$ cat config.mk
export PLATFORM = sky130hd
export DESIGN_NAME = rmt_axil_regfile
export DESIGN_NICKNAME = d
export VERILOG_FILES = /design/src/rtl/rmt_regs_pkg.sv /design/src/rtl/rmt_axil_wr_slot.sv /design/src/rtl/rmt_axil_regfile.sv
export SDC_FILE = /design/constraint.sdc
export NUM_CORES = 1
export LEC_CHECK = 0
export ABC_AREA = 1
export CORE_MARGIN = 2
export CORE_UTILIZATION = 42
export CTS_CLUSTER_SIZE = 30
export DETAILED_ROUTE_END_ITERATION = 7
export GPL_ROUTABILITY_DRIVEN = 0
export PLACE_DENSITY = 0.87
export SLEW_MARGIN = 0
export SYNTH_ARGS = -nofsm -noshare
export SYNTH_HDL_FRONTEND = slang
export SYNTH_SLANG_ARGS = --single-unit
$ cat constraint.sdc
create_clock -name clk -period 8.1 [get_ports clk]
set_clock_uncertainty 0.15 [all_clocks]
set_input_delay 1.215 -clock clk [delete_from_list [all_inputs] [get_ports clk]]
set_output_delay 1.215 -clock clk [all_outputs]
set_load 0.1 [all_outputs]
$ cat src/rtl/rmt_regs_pkg.sv
// Shared constants, decode types and the offset decoder for the RMT AXI-Lite register file.
package rmt_regs_pkg;

    localparam int unsigned REG_W = 32;
    localparam int unsigned IDX_W = 5;

    localparam logic [1:0]  RESP_OKAY     = 2'b00;
    localparam logic [1:0]  RESP_SLVERR   = 2'b10;
    localparam logic [11:0] CTRL_BASE_OFF = 12'h000;
    localparam logic [11:0] STAT_BASE_OFF = 12'h100;
    localparam logic [31:0] UNMAPPED_DATA = 32'hABCDDCBA;

    typedef enum logic [1:0] {
        DEC_CTRL,
        DEC_STAT,
        DEC_MISS
    } dec_kind_e;

    typedef struct packed {
        dec_kind_e        kind;
        logic [IDX_W-1:0] idx;
    } dec_t;

    // Offsets below a bank base wrap to huge word indices, so one upper-bound test covers both ends.
    function automatic dec_t decode(input logic hit, input logic [11:0] off,
                                    input int unsigned n_rw, input int unsigned n_ro);
        dec_t        r;
        logic [11:0] crel;
        logic [11:0] srel;
        crel   = off - CTRL_BASE_OFF;
        srel   = off - STAT_BASE_OFF;
        r.kind = DEC_MISS;
        r.idx  = '0;
        if (hit && (32'(crel[11:2]) < n_rw)) begin
            r.kind = DEC_CTRL;
            r.idx  = crel[6:2];
        end else if (hit && (32'(srel[11:2]) < n_ro)) begin
            r.kind = DEC_STAT;
            r.idx  = srel[6:2];
        end
        return r;
    endfunction

endpackage

$ cat src/rtl/rmt_axil_wr_slot.sv
// One-entry AW and W holding slots; commit fires while both are full and clears them both.
module rmt_axil_wr_slot
    import rmt_regs_pkg::*;
#(
    parameter int unsigned ADDR_W = 32,
    parameter int unsigned DATA_W = REG_W
) (
    input  logic                  clk,
    input  logic                  reset,
    input  logic                  aw_hs_i,
    input  logic [ADDR_W-1:0]     awaddr_i,
    input  logic                  w_hs_i,
    input  logic [DATA_W-1:0]     wdata_i,
    input  logic [DATA_W/8-1:0]   wstrb_i,
    output logic                  aw_full_d_c,
    output logic                  w_full_d_c,
    output logic                  commit_c,
    output logic [ADDR_W-1:0]     addr_o,
    output logic [DATA_W-1:0]     data_o,
    output logic [DATA_W/8-1:0]   strb_o
);

    logic                  aw_full_q;
    logic                  w_full_q;
    logic [ADDR_W-1:0]     addr_q,  addr_d;
    logic [DATA_W-1:0]     data_q,  data_d;
    logic [DATA_W/8-1:0]   strb_q,  strb_d;

    always_comb begin
        commit_c    = aw_full_q & w_full_q;
        aw_full_d_c = commit_c ? 1'b0 : (aw_full_q | aw_hs_i);
        w_full_d_c  = commit_c ? 1'b0 : (w_full_q | w_hs_i);
        addr_d      = aw_hs_i ? awaddr_i : addr_q;
        data_d      = w_hs_i ? wdata_i : data_q;
        strb_d      = w_hs_i ? wstrb_i : strb_q;
    end

    always_ff @(posedge clk or posedge reset) begin
        if (reset) begin
            aw_full_q <= 1'b0;
            w_full_q  <= 1'b0;
            addr_q    <= '0;
            data_q    <= '0;
            strb_q    <= '0;
        end else begin
            aw_full_q <= aw_full_d_c;
            w_full_q  <= w_full_d_c;
            addr_q    <= addr_d;
            data_q    <= data_d;
            strb_q    <= strb_d;
        end
    end

    assign addr_o = addr_q;
    assign data_o = data_q;
    assign strb_o = strb_q;

endmodule

$ cat src/rtl/rmt_axil_regfile.sv
// AXI4-Lite control/status register file for the RMT data-plane shell.
// Define RMT_REGS_STICKY_EN to make status bits sticky until read.
module rmt_axil_regfile
    import rmt_regs_pkg::*;
#(
    parameter int unsigned                   C_S_AXI_DATA_WIDTH = 32,
    parameter int unsigned                   C_S_AXI_ADDR_WIDTH = 32,
    parameter logic [C_S_AXI_ADDR_WIDTH-1:0] C_BASEADDR         = C_S_AXI_ADDR_WIDTH'(32'h44020000),
    parameter int unsigned                   N_RW               = 4,
    parameter int unsigned                   N_RO               = 4,
    parameter logic [REG_W-1:0]              C_CTRL_RST_VAL     = 32'h0
) (
    input  logic                              clk,
    input  logic                              reset,
    input  logic [C_S_AXI_ADDR_WIDTH-1:0]     S_AXI_AWADDR,
    input  logic                              S_AXI_AWVALID,
    output logic                              S_AXI_AWREADY,
    input  logic [C_S_AXI_DATA_WIDTH-1:0]     S_AXI_WDATA,
    input  logic [C_S_AXI_DATA_WIDTH/8-1:0]   S_AXI_WSTRB,
    input  logic                              S_AXI_WVALID,
    output logic                              S_AXI_WREADY,
    output logic [1:0]                        S_AXI_BRESP,
    output logic                              S_AXI_BVALID,
    input  logic                              S_AXI_BREADY,
    input  logic [C_S_AXI_ADDR_WIDTH-1:0]     S_AXI_ARADDR,
    input  logic                              S_AXI_ARVALID,
    output logic                              S_AXI_ARREADY,
    output logic [C_S_AXI_DATA_WIDTH-1:0]     S_AXI_RDATA,
    output logic [1:0]                        S_AXI_RRESP,
    output logic                              S_AXI_RVALID,
    input  logic                              S_AXI_RREADY,
    output logic [REG_W*N_RW-1:0]             ctrl_regs,
    output logic [N_RW-1:0]                   ctrl_wr_pulse,
    input  logic [REG_W*N_RO-1:0]             status_in,
    output logic [N_RO-1:0]                   status_rd_pulse
);

    localparam int unsigned AW     = C_S_AXI_ADDR_WIDTH;
    localparam int unsigned DW     = C_S_AXI_DATA_WIDTH;
    localparam int unsigned STRB_W = DW / 8;

    logic [REG_W*N_RW-1:0] ctrl_q,     ctrl_d;
    logic [N_RW-1:0]       wr_pulse_q, wr_pulse_d;
    logic                  bvalid_q,   bvalid_d;
    logic [1:0]            bresp_q,    bresp_d;
    logic                  awready_q,  awready_d;
    logic                  wready_q,   wready_d;
    logic                  arready_q,  arready_d;
    logic                  rvalid_q,   rvalid_d;
    logic [1:0]            rresp_q,    rresp_d;
    logic [DW-1:0]         rdata_q,    rdata_d;
    logic [N_RO-1:0]       rd_pulse_q, rd_pulse_d;
    logic [REG_W*N_RO-1:0] stat_view;

    logic              aw_hs, w_hs, ar_hs;
    logic              aw_full_d, w_full_d, commit;
    logic [AW-1:0]     slot_addr;
    logic [DW-1:0]     slot_data;
    logic [STRB_W-1:0] slot_strb;
    dec_t              wdec, rdec;

    function automatic logic in_window(input logic [AW-1:0] a);
        return a[AW-1:12] == C_BASEADDR[AW-1:12];
    endfunction

    assign aw_hs = S_AXI_AWVALID & awready_q;
    assign w_hs  = S_AXI_WVALID  & wready_q;
    assign ar_hs = S_AXI_ARVALID & arready_q;

    rmt_axil_wr_slot #(
        .ADDR_W (AW),
        .DATA_W (DW)
    ) u_wr_slot (
        .clk         (clk),
        .reset       (reset),
        .aw_hs_i     (aw_hs),
        .awaddr_i    (S_AXI_AWADDR),
        .w_hs_i      (w_hs),
        .wdata_i     (S_AXI_WDATA),
        .wstrb_i     (S_AXI_WSTRB),
        .aw_full_d_c (aw_full_d),
        .w_full_d_c  (w_full_d),
        .commit_c    (commit),
        .addr_o      (slot_addr),
        .data_o      (slot_data),
        .strb_o      (slot_strb)
    );

    assign wdec = decode(in_window(slot_addr), slot_addr[11:0], N_RW, N_RO);
    assign rdec = decode(in_window(S_AXI_ARADDR), S_AXI_ARADDR[11:0], N_RW, N_RO);

`ifdef RMT_REGS_STICKY_EN
    logic [REG_W*N_RO-1:0] sticky_q, sticky_d;

    assign stat_view = sticky_q | status_in;

    // A read returns and clears the accumulated bits; bits arriving on that edge go out with it.
    always_comb begin
        sticky_d = stat_view;
        if (ar_hs && (rdec.kind == DEC_STAT)) begin
            for (int unsigned i = 0; i < N_RO; i++) begin
                if (rdec.idx == IDX_W'(i)) sticky_d[REG_W*i +: REG_W] = '0;
            end
        end
    end

    always_ff @(posedge clk or posedge reset) begin
        if (reset) sticky_q <= '0;
        else       sticky_q <= sticky_d;
    end
`else
    assign stat_view = status_in;
`endif

    // Write path: commit the held pair into the decoded control register.
    always_comb begin
        ctrl_d     = ctrl_q;
        wr_pulse_d = '0;
        bvalid_d   = bvalid_q;
        bresp_d    = bresp_q;
        if (bvalid_q && S_AXI_BREADY) bvalid_d = 1'b0;
        if (commit) begin
            bvalid_d = 1'b1;
            bresp_d  = (wdec.kind == DEC_CTRL) ? RESP_OKAY : RESP_SLVERR;
            for (int unsigned i = 0; i < N_RW; i++) begin
                if ((wdec.kind == DEC_CTRL) && (wdec.idx == IDX_W'(i))) begin
                    wr_pulse_d[i] = 1'b1;
                    for (int unsigned b = 0; b < STRB_W; b++) begin
                        if (slot_strb[b]) ctrl_d[REG_W*i + 8*b +: 8] = slot_data[8*b +: 8];
                    end
                end
            end
        end
        awready_d = ~aw_full_d & ~bvalid_d;
        wready_d  = ~w_full_d & ~bvalid_d;
    end

    // Read path: data and response are captured on the AR handshake edge.
    always_comb begin
        rvalid_d   = rvalid_q;
        rresp_d    = rresp_q;
        rdata_d    = rdata_q;
        rd_pulse_d = '0;
        if (rvalid_q && S_AXI_RREADY) rvalid_d = 1'b0;
        if (ar_hs) begin
            rvalid_d = 1'b1;
            rresp_d  = RESP_OKAY;
            rdata_d  = DW'(UNMAPPED_DATA);
            case (rdec.kind)
                DEC_CTRL: begin
                    for (int unsigned i = 0; i < N_RW; i++) begin
                        if (rdec.idx == IDX_W'(i)) rdata_d = ctrl_q[REG_W*i +: REG_W];
                    end
                end
                DEC_STAT: begin
                    for (int unsigned i = 0; i < N_RO; i++) begin
                        if (rdec.idx == IDX_W'(i)) begin
                            rdata_d       = stat_view[REG_W*i +: REG_W];
                            rd_pulse_d[i] = 1'b1;
                        end
                    end
                end
                default: rresp_d = RESP_SLVERR;
            endcase
        end
        arready_d = ~rvalid_d;
    end

    always_ff @(posedge clk or posedge reset) begin
        if (reset) begin
            ctrl_q     <= {N_RW{C_CTRL_RST_VAL}};
            wr_pulse_q <= '0;
            bvalid_q   <= 1'b0;
            bresp_q    <= '0;
            awready_q  <= 1'b0;
            wready_q   <= 1'b0;
            arready_q  <= 1'b0;
            rvalid_q   <= 1'b0;
            rresp_q    <= '0;
            rdata_q    <= '0;
            rd_pulse_q <= '0;
        end else begin
            ctrl_q     <= ctrl_d;
            wr_pulse_q <= wr_pulse_d;
            bvalid_q   <= bvalid_d;
            bresp_q    <= bresp_d;
            awready_q  <= awready_d;
            wready_q   <= wready_d;
            arready_q  <= arready_d;
            rvalid_q   <= rvalid_d;
            rresp_q    <= rresp_d;
            rdata_q    <= rdata_d;
            rd_pulse_q <= rd_pulse_d;
        end
    end

    assign S_AXI_AWREADY   = awready_q;
    assign S_AXI_WREADY    = wready_q;
    assign S_AXI_BVALID    = bvalid_q;
    assign S_AXI_BRESP     = bresp_q;
    assign S_AXI_ARREADY   = arready_q;
    assign S_AXI_RVALID    = rvalid_q;
    assign S_AXI_RRESP     = rresp_q;
    assign S_AXI_RDATA     = rdata_q;
    assign ctrl_regs       = ctrl_q;
    assign ctrl_wr_pulse   = wr_pulse_q;
    assign status_rd_pulse = rd_pulse_q;

endmodule

# Word-level counts from Yosys, hierarchy flattened
# Cells that the tools add are included.
[op_classes]
n_addsub = 2
n_lt_le_gt_ge = 4
n_eq_ne = 9
n_mux = 32
bitwise_logic = 12
reduce_logical = 31
[op_table]
columns = ["operator", "count"]
rows = [
  ["$mux 32", 8],
  ["$pmux 32 s2", 1],
  ["$reduce_and 3->1", 16],
  ["$eq 20x19->1 const B", 2],
  ["$lt 10x3->1 const B", 4],
  ["$mux 7", 4],
  ["$sub 12x9->12 const B", 2],
  ["$eq 5x2->1 const B", 4],
  ["$mux 1", 14],
  ["$mux 4", 3],
  ["$eq 5x1->1 const B", 2],
  ["$logic_and 1x1->1", 10],
  ["$logic_not 5->1", 2],
  ["$and 1x1->1", 6],
  ["$logic_not 2->1", 2],
  ["$mux 2", 2],
  ["$not 1->1", 4],
  ["$eq 2x1->1 const B", 1],
  ["$or 1x1->1", 2],
  ["$reduce_or 2->1", 1],
]
[totals]
ff_bits = 247
inputBits = 235
out_inout_bits = 177
word_cells = 121

# Longest topological paths before layout
[depth]
ltp_word = 11
mapped_depth = 15
depth_no_buf = 14

# Hierarchy
# From an unflattened synthesis, not the netlist that was laid out.
[unflattened]
hier_cells = 1769
area_unflattened_um2 = 12675.9
[modules_own_cells]
columns = ["mod", "n_inst", "cells_per_inst", "area_each_um2", "seq_area_each_um2"]
rows = [
  ["rmt_axil_regfile", 1, 1468, 9949.5, 4379.2],
  ["rmt_axil_wr_slot", 1, 301, 2726.4, 1751.7],
]

# Worst setup path before layout
# Ideal clock, no wire load.
[synth_timing]
path_kind = "in2reg"
startpoint = "input S_AXI_ARADDR[6]"
endpoint = "register rdata_q[28] (netlist: S_AXI_RDATA[28])"
setup_time_ns = 0.120
t_arrival_ns = 2.481
required_ns = 7.830
slack_ns = 5.349
path_stages = 13
path_buffers = 1
cell_sequence = "nor2_1 nand2_1 inv_2 nand3_1 nor2_2 nand3_1 clkbuf_1 nor2_1 nor2_1 nand2_1 nand2_1 nand2_1 nand2_1"
[synth_between]
elab_chain_cells = 11
elab_cells_between_ends = 22
classes_between = "add/sub (1); order compare (2); eq/ne (4); mux (11); reduce/logical (4)"
[synth_rtl]
columns = ["item", "line_no", "rtl"]
rows = [
  ["start: declaration", "rmt_axil_regfile.sv:25", "input logic [C_S_AXI_ADDR_WIDTH-1:0] S_AXI_ARADDR,"],
  ["$sub 12x9->12", "rmt_regs_pkg.sv:31", "srel = off - STAT_BASE_OFF;"],
  ["$lt 10x3->1", "rmt_regs_pkg.sv:37", "end else if (hit && (32'(srel[11:2]) < n_ro)) begin"],
  ["$logic_and 1x1->1", "rmt_regs_pkg.sv:37", ""],
  ["$mux 7", "rmt_regs_pkg.sv:37", ""],
  ["$mux 7 *", "rmt_regs_pkg.sv:34", "if (hit && (32'(crel[11:2]) < n_rw)) begin"],
  ["$logic_not 5->1", "rmt_axil_regfile.sv:152, rmt_axil_regfile.sv:157", ""],
  ["$mux 32, on equally long branches (4 in series)", "rmt_axil_regfile.sv:157, rmt_axil_regfile.sv:152", ""],
  ["$pmux 32 s2 *", "rmt_axil_regfile.sv:149", "case (rdec.kind)"],
  ["end signal: assignment", "rmt_axil_regfile.sv:192", "rdata_q <= rdata_d;"],
  ["end: declaration", "rmt_axil_regfile.sv:51", "logic [DW-1:0] rdata_q, rdata_d;"],
]
# Mark *: on every way between the ends. The rest lies on a longest branch, timed or not.
# A chain may end at the register's enable or synchronous reset.

# Worst setup path in the final report
[layout_timing]
startpoint = "input S_AXI_ARADDR[16]"
endpoint = "register rdata_q[13] (netlist: S_AXI_RDATA[13])"
[layout_between]
elab_chain_cells = 10
elab_cells_between_ends = 20
classes_between = "eq/ne (5); mux (11); reduce/logical (4)"
[layout_rtl]
columns = ["item", "line_no", "rtl"]
rows = [
  ["$eq 20x19->1 *", "rmt_axil_regfile.sv:63", "return a[AW-1:12] == C_BASEADDR[AW-1:12];"],
  ["$logic_and 1x1->1", "rmt_regs_pkg.sv:37", ""],
  ["$mux 7", "rmt_regs_pkg.sv:37", ""],
  ["$mux 7 *", "rmt_regs_pkg.sv:34", ""],
  ["$logic_not 5->1", "rmt_axil_regfile.sv:152, rmt_axil_regfile.sv:157", ""],
  ["$mux 32, on equally long branches (4 in series)", "rmt_axil_regfile.sv:157, rmt_axil_regfile.sv:152", ""],
  ["$pmux 32 s2 *", "rmt_axil_regfile.sv:149", ""],
]
# Marked as above.

==> flow_summary.toml <==
[run_status]
status = "finished, final reports clean"

[logic_synthesis]
yosys_warnings = 0
synthesis.instances = 1756
netlist.area_leader.share_pct = 48.1
synth_seq_cells = 243
postSynth.topFlopCell = "sky130_fd_sc_hd__dfrtp_1"
yosysUniqueCellTypes = 26
yosys-top-cells-area = "sky130_fd_sc_hd__dfrtp_1 (48%), sky130_fd_sc_hd__nand2_1 (21%), sky130_fd_sc_hd__nand3_1 (11%)"
yosysSeqAreaShare_pct = 48.1
postSynthAreaPerCell_um2 = 7.20
synth_edf_count = 0
synth-async-reset-ratio_pct = 100
syn-cell-area_um2 = 12600
netlist.top_cell.by_area = "sky130_fd_sc_hd__dfrtp_1"

[critical_path]
crit_path_cell_trace = "clkdlybuf4s50_1, inv_1, nand2_1, nor2_1, nand3_1, nor2_4, buf_4, buf_4, o311ai_0, nor2_1, nand2_1, nand2_1, nand2_1, nand2_1"
worst_r2r_startpoint = "u_wr_slot.addr_o[4]$_DFFE_PP0P_"
worst_setup_path_startpoint = "S_AXI_ARADDR[16]"
crit_path_max_fanout = 52
cp_num_buf_inv = 4
cp_data_required_time_ps = 8420
setup.worst_path.class = "input port to flop"
cp_slowest_cell = "sky130_fd_sc_hd__buf_4"
worst_path_largest_cell_delay_ps = 560
critPathMostFrequentCell = "sky130_fd_sc_hd__nand2_1"
critical_path.endpoint_type = "flop"
timing.critical_path.max_delay_family = "buffers and inverters"
start_kind = "input port"
worstPathArrival_ps = 4380

[clock_tree]
tritoncts_num_sinks = 243
cts-htree-levels = 1
clk-insertion-delay-late_ps = 530
tritoncts = "yes"
postCtsHoldBufs = 0
root_driver = "sky130_fd_sc_hd__clkbuf_16"
clk_pin_slew_worst_paths_ps = 60
cts_buffers = 27
count_of_instances_resized_after_the_clock_tree_is_built = 0
post_cts_setup_repair_buffer_count = 0
clk_path_buf_depth = 3

[drt]
number_of_antenna_violating_nets_in_the_routed_design = 0
total_via_count_in_the_routed_design = 13700
detailedRoute.firstPassIterationCount = 5
route.detailed.drc = 0
routed_wl_um = 49000
initial_drc_count = 1635
vias_per_cell = 5.41
avgRoutedWirePerCell_um = 19.4

[sta]
rsz_0062_raised_after_global_routing = "false"
hold_viol = 0
remaining_max_slew_budget_at_the_tightest_pin_pct = 20.3
final.period_utilization_pct = 50.2
post-route-min-period_ps = 4070
setup-tns-final_ps = 0
final_max_slew_viol_count = 0
final-setup-viol-count = 0
maxClockFrequency_ghz = 0.246
max_slew.worst_pin.slew_ps = 1200

[floorplan]
die_w_um = 178
coreArea_um2 = 29600
initial_core_util_pct = 42.7
boundaryPins = 412
die-area_um2 = 31500
placementRows = 63
overall_die_height_um = 178

[job]
max_cap_viol_count = 0

[finish]
fillCellCount = 2495
layout_overhead_on_the_synthesized_area_pct = 41.3
utilization_pct = 60.3
nets_finish = 2344
layout-drive-gt1-share_pct = 5.12

[grt]
first_pass_grt_wire_length_um = 73700
grt.total_usage_pct = 30.3
grt_antenna_before_repair = 9
grt.overflow.total = 0
largest_net_degree_at_the_start_of_global_routing = 159
grt_pass1_vias = 13100

[power_and_ir_drop]
largest_vdd_supply_drop_v = 0.000241
cell_internal_pwr_uw = 2370
p_clk_share_pct = 36.6
power_switching_uw = 1140
pwr-share-seq_pct = 46.5
cellLeakagePower_uw = 0.00914
combinational_cell_fraction_of_total_power_pct = 16.9
p_sw_share_pct = 32.4
power.density_cell_area_nw_per_um2 = 196

[placement]
dpl.hpwl_um = 34300
port_buffers = 405

[hold_path]
min_path_type = "flop to flop"
startpoint_of_the_lowest_slack_hold_path = "S_AXI_RVALID$_DFF_PP0_"
[synthesized netlist by cell type, types with 2 or more instances]
cell,instances
sky130_fd_sc_hd__buf_1,9
sky130_fd_sc_hd__buf_2,24
sky130_fd_sc_hd__buf_4,15
sky130_fd_sc_hd__clkbuf_1,57
sky130_fd_sc_hd__dfrtp_1,243
sky130_fd_sc_hd__inv_1,168
sky130_fd_sc_hd__inv_2,3
sky130_fd_sc_hd__nand2_1,718
sky130_fd_sc_hd__nand3_1,285
sky130_fd_sc_hd__nand4_1,2
sky130_fd_sc_hd__nor2_1,84
sky130_fd_sc_hd__nor3_1,3
sky130_fd_sc_hd__nor3_4,4
sky130_fd_sc_hd__o21ai_0,66
sky130_fd_sc_hd__o311ai_0,44
sky130_fd_sc_hd__or2_2,21
[power by group through the flow]
stage | logic, uW | registers (uW) | clock network [uW]
after floorplan | 371 | 1580 | 0
after global placement | 571 | 1630 | 0
after detailed placement | 585 | 1640 | 0
after CTS | 594 | 1620 | 1300
after global routing | 653 | 1660 | 1340
final | 593 | 1630 | 1280
[sequential cells by signal, summed over array words and instances, names as in the netlist, 4 cells and up]
name and cells:
S_AXI_RDATA 32, ctrl_regs 128, ctrl_wr_pulse 4, status_rd_pulse 4, u_wr_slot.addr_o 30, u_wr_slot.data_o 32, u_wr_slot.strb_o 4
[area by class of cell]
type	count	area, um^2	area share (%)
antenna	8	20.0	0.112
clock buffer	38	817	4.57
timing repair buffer	428	4220	23.6
sequential	243	6080	34.0
inverter	172	653	3.65
tap	390	488	2.73
clock inverter	11	120	0.672
multi-input combinational	1237	5470	30.6
[worst paths after layout]
check	to	slack, ps	cells after the start
worst max-delay path	S_AXI_RDATA[13]$_DFFE_PP0P_	4030	14
worst min-delay path	S_AXI_ARREADY$_DFF_PP0_	320	1
worst max register to register	ctrl_regs[64]$_DFFE_PP0P_	5250	9
worst min register to register	S_AXI_ARREADY$_DFF_PP0_	320	1
max in group asynchronous	S_AXI_RDATA[28]$_DFFE_PP0P_	5290	3
min in group asynchronous	u_wr_slot.addr_o[15]$_DFFE_PP0P_	1200	2
[metrics by stage]
step / cells / power, uW / hold WS [ps] / setup slack, ps / instance area (um^2)
2_1_floorplan: 1757 / 1950 / 290 / 61.8 / 12600
3_3_place_gp: 2470 / 2200 / 299 / 3590 / 16900
3_5_place_dp: 2470 / 2220 / 309 / 3590 / 16900
4_1_cts: 2519 / 3510 / 317 / 4090 / 17900
5_1_grt: 2527 / 3650 / 350 / 3790 / 17900
6_report: 2527 / 3510 / 317 / 4030 / 17900
[routing by layer]
metal,part of all wire [%],up-vias,track usage (%)
met4,5.0,0,15.6
met5,0,-,0
met3,12,159,8.46
li1,-,6280,-
met1,38,6394,38.3
met2,45,848,47.4
[kinds of logic (layout without fill, tap and decap cells)]
logic type	count (synthesis)	in the layout	synth area share (%)
AOI/OAI and AO/OA	112	112	5.76
buffers and inverters	277	649	8.90
DFF	243	243	48.1
other	1	10	0.0297
and+or+nand+nor	1123	1123	37.2
[cell usage in the layout (no fill, tap or decap), types with 4 or more instances in the layout]
master and n:
sky130_fd_sc_hd__clkdlybuf4s50_1 404, sky130_fd_sc_hd__clkbuf_8 10, sky130_fd_sc_hd__clkbuf_16 27, sky130_fd_sc_hd__buf_4 23, sky130_fd_sc_hd__o311ai_0 44, sky130_fd_sc_hd__nand2_1 718, sky130_fd_sc_hd__nor3_4 4, sky130_fd_sc_hd__inv_1 167
sky130_fd_sc_hd__clkinv_2 5, sky130_fd_sc_hd__o21ai_0 66, sky130_fd_sc_hd__or2_2 21, sky130_fd_sc_hd__diode_2 8, sky130_fd_sc_hd__nor2_1 84, sky130_fd_sc_hd__nand3_1 283, sky130_fd_sc_hd__dfrtp_1 243
Power figures use the tool's default switching activity.
